--- src/rtl/if_fetch.sv ---
// ----------------------------------------------------------------------------
// if_fetch : instruction-fetch stage feeding the IF/ID pipeline register.
//
// Owns the program counter and fetches one instruction at a time over a
// req/ack handshake. The fetched word is held and shown to if_id together
// with its PC. stallreq stays high until a valid instruction is held.
// Redirects come from ctrl (flush/new_pc) and from ID (branch_flag_i/target).
//
// Ports:
//   clk, rst                  clock (rising edge), async active-low reset
//   stall[5:0]                ctrl stall vector, only stall[0] is used here
//   flush, new_pc             ctrl redirect, taken even while stalled
//   branch_flag_i/target_i    ID-stage taken branch, taken only if unstalled
//   inst_req_o, inst_addr_o   memory request, address stable until ack
//   inst_ack_i, inst_data_i   single-cycle ack with data in the same cycle
//   pc_o, inst_o              PC/instruction presented to if_id
//   stallreq_o                fetch not ready, ctrl must stall
// ----------------------------------------------------------------------------
module if_fetch #(
  parameter int                ADDR_W   = 32,
  parameter int                INST_W   = 32,
  parameter logic [ADDR_W-1:0] RESET_PC = {ADDR_W{1'b0}}
) (
  input  logic              clk,
  input  logic              rst,
  input  logic [5:0]        stall,
  input  logic              flush,
  input  logic [ADDR_W-1:0] new_pc,
  input  logic              branch_flag_i,
  input  logic [ADDR_W-1:0] branch_target_i,
  output logic              inst_req_o,
  output logic [ADDR_W-1:0] inst_addr_o,
  input  logic              inst_ack_i,
  input  logic [INST_W-1:0] inst_data_i,
  output logic [ADDR_W-1:0] pc_o,
  output logic [INST_W-1:0] inst_o,
  output logic              stallreq_o
);

  typedef enum logic [1:0] {
    IDLE  = 2'd0,
    FETCH = 2'd1,
    VALID = 2'd2,
    DRAIN = 2'd3
  } state_t;

  localparam logic [ADDR_W-1:0] PC_STEP = {{(ADDR_W-3){1'b0}}, 3'b100};

  state_t            state;
  logic [ADDR_W-1:0] pc;
  logic [ADDR_W-1:0] req_addr;
  logic [INST_W-1:0] inst_buf;

  logic [ADDR_W-1:0] flush_pc;
  logic [ADDR_W-1:0] branch_pc;
  logic [ADDR_W-1:0] seq_pc;
  logic              unused_bits;

  // Redirect targets are word aligned; the sequential PC wraps naturally.
  assign flush_pc    = {new_pc[ADDR_W-1:2], 2'b00};
  assign branch_pc   = {branch_target_i[ADDR_W-1:2], 2'b00};
  assign seq_pc      = pc + PC_STEP;
  assign unused_bits = ^{stall[5:1], new_pc[1:0], branch_target_i[1:0]};

  // Fetch FSM with PC, request address and instruction buffer.
  always_ff @(posedge clk or negedge rst) begin
    if (!rst) begin
      state    <= IDLE;
      pc       <= RESET_PC;
      req_addr <= RESET_PC;
      inst_buf <= {INST_W{1'b0}};
    end else begin
      case (state)
        IDLE: begin
          state <= FETCH;
          if (flush) begin
            pc       <= flush_pc;
            req_addr <= flush_pc;
          end else begin
            req_addr <= pc;
          end
        end
        FETCH: begin
          if (flush) begin
            pc <= flush_pc;
            if (inst_ack_i) begin
              // Request completed in the same cycle: restart at the target.
              req_addr <= flush_pc;
              state    <= FETCH;
            end else begin
              // Request cannot be withdrawn: wait for its ack and drop it.
              state <= DRAIN;
            end
          end else if (inst_ack_i) begin
            inst_buf <= inst_data_i;
            state    <= VALID;
          end else begin
            state <= FETCH;
          end
        end
        DRAIN: begin
          if (flush) begin
            pc <= flush_pc;
          end
          if (inst_ack_i) begin
            // Stale data is discarded; refetch from the latest redirect.
            req_addr <= flush ? flush_pc : pc;
            state    <= FETCH;
          end else begin
            state <= DRAIN;
          end
        end
        VALID: begin
          if (flush) begin
            pc       <= flush_pc;
            req_addr <= flush_pc;
            state    <= FETCH;
          end else if (!stall[0]) begin
            if (branch_flag_i) begin
              pc       <= branch_pc;
              req_addr <= branch_pc;
            end else begin
              pc       <= seq_pc;
              req_addr <= seq_pc;
            end
            state <= FETCH;
          end else begin
            state <= VALID;
          end
        end
        default: begin
          state <= IDLE;
        end
      endcase
    end
  end

  assign inst_req_o  = (state == FETCH) || (state == DRAIN);
  assign inst_addr_o = req_addr;
  assign pc_o        = pc;
  assign inst_o      = (state == VALID) ? inst_buf : {INST_W{1'b0}};
  assign stallreq_o  = (state != VALID);

endmodule

--- config.mk ---
export PLATFORM = sky130hd
export DESIGN_NAME = if_fetch
export DESIGN_NICKNAME = d
export VERILOG_FILES = /design/src/rtl/if_fetch.sv
export SDC_FILE = /design/constraint.sdc
export NUM_CORES = 1
export LEC_CHECK = 0
export BUFFER_PORTS_ARGS = -buffer_cell sky130_fd_sc_hd__buf_2
export CAP_MARGIN = 20
export CORE_AREA = 2 2 119 121
export CTS_CLUSTER_DIAMETER = 60
export DETAILED_ROUTE_END_ITERATION = 8
export DIE_AREA = 0 0 121 123
export PLACE_DENSITY_LB_ADDON = 0.25
export SLEW_MARGIN = 20
export SYNTH_ARGS = -nofsm -noshare
export SYNTH_HDL_FRONTEND = slang
export SYNTH_SLANG_ARGS = --single-unit
export TNS_END_PERCENT = 10
--- constraint.sdc ---
create_clock -name clk -period 5.9 [get_ports clk]
set_input_delay 1.18 -clock clk [delete_from_list [all_inputs] [get_ports clk]]
set_output_delay 1.18 -clock clk [all_outputs]
set_load 0.01 [all_outputs]
[Yosys cells after proc, flatten, opt, wreduce, memory -nomap -nowiden]
Index checks and enable logic that the tools add are counted.
Cells by class
  $add $sub $neg: 1
  multipliers: 0
  div/mod/pow operators: 0
  magnitude comparators: 0
  equality and inequality tests: 8
  shifts and indexed selects: 0
  multiplexer cells: 16
  bitwise operators: 1
  reductions and logical operators: 5
Operator list (number)
  2-to-1 mux 32 bit: 8
  case mux 32 bit (4 select lines): 1
  case mux 32 bit (2 select lines): 1
  adder 32 x 3 -> 32 bit, second input constant: 1
  2-to-1 mux 2 bit: 5
  inequality test 2 bit, second input constant: 4
  case mux 2 bit (4 select lines): 1
  == test 2 bit, second input constant: 2
  AND reduction 4 bit: 1
  inequality test 3 bit, second input constant: 1
  AND reduction 3 bit: 1
  OR reduction 3 bit: 1
  == test 2 x 1 -> 1 bit, second input constant: 1
  logical NOT 2 bit: 1
  logical OR 1 bit: 1
  inverter 1 bit: 1
Storage, ports and cells
  flip-flop bits (word level): 98
  latch bits: 0
  memory bits (writable): 0
  ROM bits: 0
  input bits: 107
  word-level logic and storage cells: 35
  memories: 0

[Logic depth before layout (Yosys ltp)]
Gate-level depths: netlist (run 1).
  depth in word-level cells: 5
  depth in mapped cells: 10

[Worst setup path after synthesis (run 1)]
OpenSTA, ideal clock, no wires.
  kind: input to register
  start point: in flush
  end point: reg inst_buf[10]
  data arrival time: 2.810 ns
  setup slack: 2.966 ns
  cell stages on the path: 7
  buffers on the path: 3
  path through: clkinv_1 clkbuf_1 clkbuf_1 ha_1 nand2_1 buf_1 mux2_2
On the way
  word-level cells in the longest chain between the ends: 2
Ends and longest elaborated chain
  start: declaration: line 27  | input logic flush,
  inverter 1 bit (no source line)
  AND reduction 3 bit (no source line)
  end signal: assignment: line 71  | inst_buf <= {INST_W{1'b0}};
  end signal: assignment: line 95  | inst_buf <= inst_data_i;
  end: declaration: line 52  | logic [INST_W-1:0] inst_buf;
Every way passes these cells.
A chain may end at the register's enable or synchronous reset.

[Final worst setup path (run 1)]
  start point: reg state[0]
  end point: out stallreq_o
On the way
  word-level cells in the longest chain between the ends: 1
Ends and longest elaborated chain
  start: declaration: line 49  | state_t state;
  start signal: assignment: line 68  | state <= IDLE;
  start signal: assignment: line 75  | state <= FETCH;
  start signal: assignment: line 89  | state <= FETCH;
  inequality test 2 bit: line 142  | assign stallreq_o = (state != VALID);
  end: declaration: line 37  | output logic stallreq_o
Every way passes these cells.

==> qor.yml, run 1 <==
routing:
  drt-total-wl_um: 19480
  wl_per_cell_um: 18.48
  first_pass_iters: 5
  vias: 6237
  ant_nets: 0
  drt_iter0_drc: 577
  viasPerCell: 5.917
  remaining_drc_errors: 0
sta:
  rsz0062_at_grt: "no"
  maxSlewViolCount: 0
  fmax_mhz: 293.8
  relSlewSlack: 0.2869
  tns_ps: 0
  setup_viol: 0
  period_needed_ps: 3403
  finalCritPeriodShare: 0.5769
  worst_pin_slew_ps: 1070
  hold_viol_final: 0
  final.setup_skew_ps: 9.447
power_and_ir_drop:
  clkPwrFrac: 0.179
  total_power_mw: 3.430
  p_comb_frac: 0.499
  power.density_mw_per_mm2: 450.8
  p_int_mw: 1.962
  power_frac_seq: 0.322
  switching_power_mw: 1.468
  p_leak_nw: 3.463
  swShare: 0.4281
  peakVddDrop_mv: 0.1947
synthesis:
  ys_async_sr_fraction: 1.000
  dominantRegCellSynth: "dfrtp_1"
  synth_nets: 822
  synth_edf_count: 0
  yosysMostFrequentCell: "dfrtp_1"
  ys_warn_count: 0
  synthTopCellsByArea: "dfrtp_1, mux2_2, a21oi_1"
  yosysTopAreaCellShare: 0.3940
  ys_seq_elements: 98
  synth_area_mm2: 0.006225
  synth_cell_types: 60
  synth.largest_area_cell: "dfrtp_1"
  yosysSeqAreaShare: 0.3940
  synth_cells: 708
  avgSynthCellArea_um2: 8.792
  ys_top_cells_by_count: "dfrtp_1, a21oi_1, nand2_1"
clock_tree:
  clk_pin_slew_worst_paths_ps: 70
  post_cts_buffers: 0
  clk_latency_ps: 360
  hold_buffers: 0
  cts_inserted_buffers: 9
  htree_levels: 3
  cts.sinks: 98
  cts_resized: 0
  ctsLongestPathBuffers: 2
  clock-root-buffer: "clkbuf_16"
  tritoncts: "yes"
critical_path:
  r2r_cells: 8
  rr_startpoint: "state[0]"
  cpMostUsedCell: "inv_1"
  required_ps: 4720
  crit_family: "buffers and inverters"
  start_kind: "flop"
  rrSetupSlack_ps: 2790
  crit_type: "reg2out"
  timing.rr.end: "pc_o[12]"
  crit_path_end_kind: "primary output"
  crit_fanout: 40
  critPathArrivalTime_ps: 2220
  path_cells: "inv_1 -> ha_2 -> inv_1 -> buf_2"
  timing.critical_path.buf_inv: 3
  slowest_stage: "ha_2"
  cpPeakStageDelay_ps: 600
worst_hold_path:
  holdPathStages: 2
  holdCritStartpoint: "inst_addr_o[1]"
  hold_path_end: "inst_addr_o[1]"
  min_path_type: "reg2reg"
final_layout:
  finalNetCount: 980
  final_util: 0.5590
  final_cell_area_mm2: 0.007609
  syn2layout_area_growth_pct: 22.23
  drive_gt1_frac: 0.3134
  final_cells: 1054
  fillers: 1283
place:
  dp_hpwl_um: 13280
  gp_congestion: 0.8525
  placed_cells: 1035
  numPortBuffers: 195
  placed_area_mm2: 0.007298
run:
  cap_violations: 0
floorplan:
  die_h_um: 123
  rows: 43
  start_util: 0.4573
  die_area_mm2: 0.01488
  ioPinCount: 205
  die_w_um: 121
  core_area_mm2: 0.01361
grt:
  first_global_vias: 5770
  grt_overflow: 0
  gr-usage-all-layers: 0.2625
  grt_max_degree: 56
  grt_pass1_wl_um: 30480
  antenna_found_initial: 3
status:
  status: "completed"
cells by family after synthesis:
kind of cell,count (synthesis),synth area share
compound gates,243,0.2491
simple gates,219,0.1823
mux,49,0.08683
flops,98,0.3940
buf+inv,70,0.04281
xor+xnor,22,0.03096
fa+ha+maj,7,0.01407
stage by stage:
stage	setup WS, ps	hold WS [ps]
global placement	2287	452.0
global route	2378	506.9
CTS	2483	474.7
finish	2497	470.1
floorplan	2966	471.2
detailed placement	2283	458.9
state kept, by name, summed over array words and instances, names as in the netlist:
name,cells
inst_buf,32
inst_addr_o,32
state,2
pc_o,32
how the worst max path moves through the flow:
stage	startpoint	end	slack, ps	depth (start not counted)
finish	state[0]	stallreq_o	2500	4
CTS	state[0]	stallreq_o	2480	4
global placement	flush	inst_addr_o[27]	2290	8
global route	state[0]	stallreq_o	2380	4
detailed placement	flush	inst_addr_o[27]	2280	8
floorplan	flush	inst_buf[10]	2970	7
cell usage in the layout, fill, tap and decap left out, drive strengths merged, types with 4 or more instances in the layout:
cell    instances
o21a            7
o211ai         11
a22oi           8
mux2           40
nor2b           8
o31ai          10
nor4            5
xor2            8
o21ai          49
ha              7
a311oi          4
nand4          10
mux2i           9
clkinv          5
nor2           32
a221oi          7
nor3            8
inv            12
clkbuf          9
nand2          70
o22ai           8
a22o            5
a31oi           8
nand3          26
and2           44
nand2b          6
and3            5
a21oi          82
dfrtp          98
a211oi         12
buf           205
xnor2          14
power by group through the flow:
stage	clock network (mW)	logic, mW	registers, mW
floorplan	0	1.12	1.13
global placement	0	1.68	1.11
detailed placement	0	1.70	1.11
CTS	0.625	1.70	1.10
global route	0.657	1.89	1.14
finish	0.615	1.71	1.10
area by class of cell:
| type | instances | area [µm²] | area share |
|---|---|---|---|
| multi-input combinational | 540 | 3522 | 0.4629 |
| sequential | 98 | 2452 | 0.3223 |
| timing repair buffer | 205 | 1054 | 0.1385 |
| clock buffer | 9 | 225.2 | 0.02960 |
| tap | 180 | 225.2 | 0.02960 |
| clock inverter | 7 | 77.57 | 0.01020 |
| inverter | 12 | 45.04 | 0.005920 |
| antenna | 3 | 7.507 | 0.0009867 |
layer usage:
metal / track usage / vias up / share of wire / wire length, µm
li1: - / 2922 / - / -
met1: 0.3500 / 2969 / 0.42 / 8095
met2: 0.4245 / 310 / 0.48 / 9286
met3: 0.03736 / 36 / 0.079 / 1548
met4: 0.1199 / 0 / 0.028 / 546
met5: 0 / - / 0 / 0
worst register-to-register path: cells and delay by family (launching register included):
family	cells	cell delay, ps
adder cells (fa/ha/maj)	1	600
flip-flops	1	410
buffers and inverters	3	930
AO/OA/AOI/OAI	2	340
AND/OR/NAND/NOR	2	670
(Power assumes the default switching activity.)
==> run 2: changes to the inputs <==
==> constraint.sdc (replaced) <==
create_clock -name clk -period 3.55 [get_ports clk]
set_input_delay 0.71 -clock clk [delete_from_list [all_inputs] [get_ports clk]]
set_output_delay 0.71 -clock clk [all_outputs]
set_load 0.01 [all_outputs]
==> run 2 against run 1 <==
- combinational power is 71% higher
- count of clock-buffer cells in the layout stayed put
- first-iteration DRC count is 17% lower
- clock power is 100% higher
- total power is 75% higher
- cell count is 0.66% higher
- clock skew is 1.7 ps higher
- cell area is 1.9% higher
- critical endpoint unchanged
- largest power group unchanged
==> qor.yml, run 2 (synthesized netlist as in run 1, its figures left out) <==
clock_tree:
  htree_levels: 3  # unchanged
  cts.sinks: 98  # unchanged
  clk_latency_ps: 360  # about the same
  tritoncts: "yes"  # unchanged
  cts_inserted_buffers: 9  # unchanged
  clk_pin_slew_worst_paths_ps: 70  # about the same
  cts_resized: 0  # unchanged
  hold_buffers: 0  # unchanged
  clock-root-buffer: "clkbuf_16"  # unchanged
  post_cts_buffers: 0  # unchanged
  ctsLongestPathBuffers: 2  # unchanged
routing:
  remaining_drc_errors: 0  # unchanged
  ant_nets: 0  # unchanged
  first_pass_iters: 7  # was 5
  wl_per_cell_um: 18.60  # was 18.48 µm
  vias: 6272  # was 6,237
  viasPerCell: 5.911  # was 5.917
  drt-total-wl_um: 19740  # was 19,480 µm
  drt_iter0_drc: 477  # was 577
floorplan:
  die_h_um: 123  # unchanged
  start_util: 0.4573  # unchanged
  ioPinCount: 205  # unchanged
  die_area_mm2: 0.01488  # unchanged
  die_w_um: 121  # unchanged
  core_area_mm2: 0.01361  # unchanged
  rows: 43  # unchanged
sta:
  fin_ws_ps: 926.1  # was 2497 ps
  hold_viol_final: 0  # unchanged
  relSlewSlack: 0.3871  # was 0.2869
  timing.hold.ws_ps: 397.2  # was 470.1 ps
  worst_pin_slew_ps: 917.5  # was 1070 ps
  finalCritPeriodShare: 0.7391
  final.setup_skew_ps: 11.11  # was 9.447 ps
  setup_viol: 0  # unchanged
  maxSlewViolCount: 0  # unchanged
  rsz0062_at_grt: "no"  # unchanged
  tns_ps: 0  # unchanged
  fmax_mhz: 381.1
  period_needed_ps: 2624
power_and_ir_drop:
  switching_power_mw: 2.483  # was 1.468 mW
  peakVddDrop_mv: 0.4332  # was 0.1947 mV
  clkPwrFrac: 0.206  # was 0.179
  p_int_mw: 3.521  # was 1.962 mW
  total_power_mw: 6.004  # was 3.430 mW
  power_frac_seq: 0.305  # was 0.322
  power.density_mw_per_mm2: 774.6  # was 450.8 mW/mm²
  p_leak_nw: 3.541  # was 3.463 nW
  swShare: 0.4136  # was 0.4281
  p_comb_frac: 0.488  # was 0.499
critical_path:
  critPathArrivalTime_ps: 1910  # was 2220 ps
  required_ps: 2840  # was 4720 ps
  start_kind: "flop"  # unchanged
  rr_startpoint: "state[0]"  # unchanged
  rrSetupSlack_ps: 980  # was 2790 ps
  critPathLaunch: "state[0]"  # unchanged
  crit_type: "reg2out"  # unchanged
  crit_fanout: 37  # was 40
  crit_path_end_kind: "primary output"  # unchanged
grt:
  antenna_found_initial: 1  # was 3
  grt_max_degree: 81  # was 56
  grt_pass1_wl_um: 30410  # was 30,480 µm
  grt_overflow: 0  # unchanged
  met1_usage: 0.3487  # was 0.3500
  gr-usage-met3: 0.03875  # was 0.03736
  gr-usage-all-layers: 0.2635  # was 0.2625
  top_usage_layer: "met2"  # unchanged
  first_global_vias: 5753  # was 5,770
  use_met2: 0.4305  # was 0.4245
place:
  placed_cells: 1043  # was 1,035
  placed_area_mm2: 0.007371  # was 0.007298 mm²
  dp_hpwl_um: 13590  # was 13,280 µm
  numPortBuffers: 195  # unchanged
  gp_congestion: 0.8395  # was 0.8525
  place_ws_ps: 754.8  # was 2283 ps
status:
  status: "completed"  # unchanged
worst_hold_path:
  min_path_type: "in2async"  # was reg2reg
run:
  cap_violations: 0  # unchanged
final_layout:
  finalNetCount: 988  # was 980
  syn2layout_area_growth_pct: 24.52  # was 22.23%
  final_cells: 1061  # was 1,054
  mostFrequentLayoutCell: "buf_2"  # unchanged
  final_cell_area_mm2: 0.007751  # was 0.007609 mm²
  layout_common_cells: "buf_2, dfrtp_1, a21oi_1"  # unchanged
  drive_gt1_frac: 0.3197  # was 0.3134
  final_util: 0.5694  # was 0.5590
==> run 2: cell count changes in the layout (fill, tap and decap cells not counted), sizes merged <==
| cell | delta |
|---|---|
| clkinvlp | -1 |
| buf | +8 |
| diode | -1 |
| clkinv | -3 |
| inv | +1 |
| bufinv | +3 |
==> run 2: path summary, 6_finish.rpt <==
path                                   end  depth (start not counted)
max                             stallreq_o                          5
min                        inst_addr_o[22]                          1
max reg2reg                       pc_o[23]                          8
min reg2reg                inst_addr_o[12]                          1
max in group asynchronous     inst_buf[24]                          2
min in group clk           inst_addr_o[12]                          1
==> run 2: routing by layer <==
layer / vias up / wire length (µm)
li1: 2926 / -
met1: 3029 / 8186
met2: 273 / 9626
met3: 44 / 1367
met4: 0 / 558
met5: - / 0
==> run 2: area by class of cell <==
class                      instances  area [µm²]
sequential                        98        2452
inverter                          12       45.04
multi-input combinational        540        3522
clock buffer                       9       225.2
antenna                            2       5.005
tap                              180       225.2
fill                            1299        5861
timing repair buffer             213        1130
clock inverter                     7       146.4
==> run 2: power by group through the flow <==
stage,clock network (mW),registers (mW),logic [mW]
after floorplan,0,1.88,1.86
after global placement,0,1.84,2.86
after detailed placement,0,1.85,2.91
after CTS,1.26,1.83,2.91
after global routing,1.30,1.89,3.21
final,1.24,1.83,2.93
==> run 2: critical path, stage by stage (launching register included) <==
cell     delay [ps]
dfrtp_1         410
inv_1            90
ha_2            550
inv_1           120
buf_4           230
buf_2           160
==> run 3: changes to the inputs <==
==> constraint.sdc (replaced) <==
create_clock -name clk -period 2.75 [get_ports clk]
set_input_delay 0.55 -clock clk [delete_from_list [all_inputs] [get_ports clk]]
set_output_delay 0.55 -clock clk [all_outputs]
set_load 0.01 [all_outputs]
==> run 3 against run 2 <==
- worst hold slack worse by 300 ps
- register-to-register slack lost 630 ps
- sequential share of layout area fell by 0.092 points
- clock power rose by 16%
- non-clock buffer count increased by 8
- critical endpoint is now inst_o[8]
- largest cell class unchanged
==> qor.yml, run 3 (synthesized netlist as in run 1, its figures left out) <==
clock_tree:
  cts_resized: 0  # unchanged
  cts_inserted_buffers: 9  # unchanged
  ctsLongestPathBuffers: 2  # unchanged
  clk_pin_slew_worst_paths_ps: 70  # about the same
  cts.sinks: 98  # unchanged
  clk_latency_ps: 350  # was 360 ps
  hold_buffers: 0  # unchanged
  htree_levels: 3  # unchanged
  tritoncts: "yes"  # unchanged
  clock-root-buffer: "clkbuf_16"  # unchanged
  post_cts_buffers: 0  # unchanged
critical_path:
  timing.rr.end: "inst_addr_o[19]"  # was pc_o[23]
  rrSetupSlack_ps: 350  # was 980 ps
  critPathArrivalTime_ps: 1990  # was 1910 ps
  start_kind: "flop"  # unchanged
  r2r_cells: 6  # was 8
  crit_fanout: 48  # was 37
  crit_path_end_kind: "primary output"  # unchanged
  rr_startpoint: "pc_o[4]"  # was state[0]
  required_ps: 2200  # was 2840 ps
  crit_type: "reg2out"  # unchanged
sta:
  timing.hold.ws_ps: 100.6  # was 397.2 ps
  rsz0062_at_grt: "no"  # unchanged
  final.setup_skew_ps: 8.138  # was 11.11 ps
  maxSlewViolCount: 0  # unchanged
  finalCritPeriodShare: 0.9246
  fmax_mhz: 393.3
  period_needed_ps: 2543
  worst_pin_slew_ps: 876.1  # was 917.5 ps
  relSlewSlack: 0.4138  # was 0.3871
  hold_viol_final: 0  # unchanged
  fin_ws_ps: 207.3  # was 926.1 ps
  tns_ps: 0  # unchanged
  setup_viol: 0  # unchanged
grt:
  grt_pass1_wl_um: 31260  # was 30,410 µm
  grt_max_degree: 53  # was 81
  first_global_vias: 6050  # was 5,753
  antenna_found_initial: 2  # was 1
  gr-usage-all-layers: 0.2688  # was 0.2635
  grt_overflow: 0  # unchanged
floorplan:
  die_area_mm2: 0.01488  # unchanged
  core_area_mm2: 0.01361  # unchanged
  rows: 43  # unchanged
  start_util: 0.4573  # unchanged
  ioPinCount: 205  # unchanged
  die_h_um: 123  # unchanged
  die_w_um: 121  # unchanged
power_and_ir_drop:
  switching_power_mw: 3.153  # was 2.483 mW
  peakVddDrop_mv: 0.5630  # was 0.4332 mV
  power.density_mw_per_mm2: 972.7  # was 774.6 mW/mm²
  p_leak_nw: 3.561  # was 3.541 nW
  swShare: 0.4169  # was 0.4136
  p_int_mw: 4.409  # was 3.521 mW
  power_frac_seq: 0.313  # was 0.305
  p_comb_frac: 0.496  # was 0.488
  total_power_mw: 7.562  # was 6.004 mW
  clkPwrFrac: 0.190  # was 0.206
routing:
  wl_per_cell_um: 18.64  # was 18.60 µm
  drt_iter0_drc: 458  # was 477
  remaining_drc_errors: 0  # unchanged
  vias: 6321  # was 6,272
  first_pass_iters: 5  # was 7
  viasPerCell: 5.913  # was 5.911
  drt-total-wl_um: 19930  # was 19,740 µm
  ant_nets: 0  # unchanged
final_layout:
  final_util: 0.5711  # was 0.5694
  mostFrequentLayoutCell: "buf_2"  # unchanged
  syn2layout_area_growth_pct: 24.88  # was 24.52%
  drive_gt1_frac: 0.3258  # was 0.3197
  finalNetCount: 996  # was 988
  layout_common_cells: "buf_2, dfrtp_1, a21oi_1"  # unchanged
status:
  status: "completed"  # unchanged
worst_hold_path:
  min_path_type: "in2async"  # unchanged
place:
  place_ws_ps: 419.7  # was 754.8 ps
  dp_hpwl_um: 13980  # was 13,590 µm
  gp_congestion: 0.8519  # was 0.8395
  numPortBuffers: 195  # unchanged
run:
  cap_violations: 0  # unchanged
==> run 3: cell types whose count changed in the layout (fill, tap and decap cells not counted), sizes merged <==
cell / before / now
buf: 213 / 221
clkinvlp: 0 / 1
inv: 13 / 12
bufinv: 4 / 2
clkbuf: 9 / 11
==> run 3: how the worst max path moves through the flow <==
stage,to,slack [ps],from
after floorplan,inst_buf[10],450,flush
after global placement,inst_addr_o[23],440,pc_o[4]
after detailed placement,inst_addr_o[23],420,pc_o[4]
after CTS,inst_o[21],200,state[0]
after global routing,inst_o[18],90,state[0]
final,inst_o[8],210,state[0]
==> run 3: layout make-up <==
type	instances	area [µm²]
inverter	12	45.04
timing repair buffer	221	1186
clock buffer	11	252.7
antenna	2	5.005
sequential	98	2452
multi-input combinational	540	3522
tap	180	225.2
fill	1286	5838
clock inverter	5	85.08
==> run 3: per-layer routing <==
metal  global-route usage  vias to the layer above  routed length (µm)
met5                    0                        -                   0
met4               0.1170                        0                 520
met3              0.04982                       39                1421
met2               0.4445                      262                9881
met1               0.3455                     3074                8105
li1                     -                     2946                   -
==> run 3: worst max-delay path, cell delays in order (launching register included) <==
cell and delay (ps):
dfrtp_1 400, inv_1 90, ha_2 360, buf_4 460, and2_1 200, buf_2 140
==> run 3: per-stage QoR <==
step | cell area [µm²] | std cells
final | 7774 | 1069
after global routing | 7774 | 1069
after CTS | 7769 | 1067
after detailed placement | 7431 | 1051
after global placement | 7431 | 1051
after floorplan | 6225 | 708
==> run 3: power by group through the flow <==
stage / sequential [mW] / clock, mW / combinational, mW
final: 2.37 / 1.44 / 3.75
after CTS: 2.37 / 1.46 / 3.74
after floorplan: 2.43 / 0 / 2.40
after global routing: 2.44 / 1.53 / 4.16
after global placement: 2.37 / 0 / 3.67
after detailed placement: 2.39 / 0 / 3.73
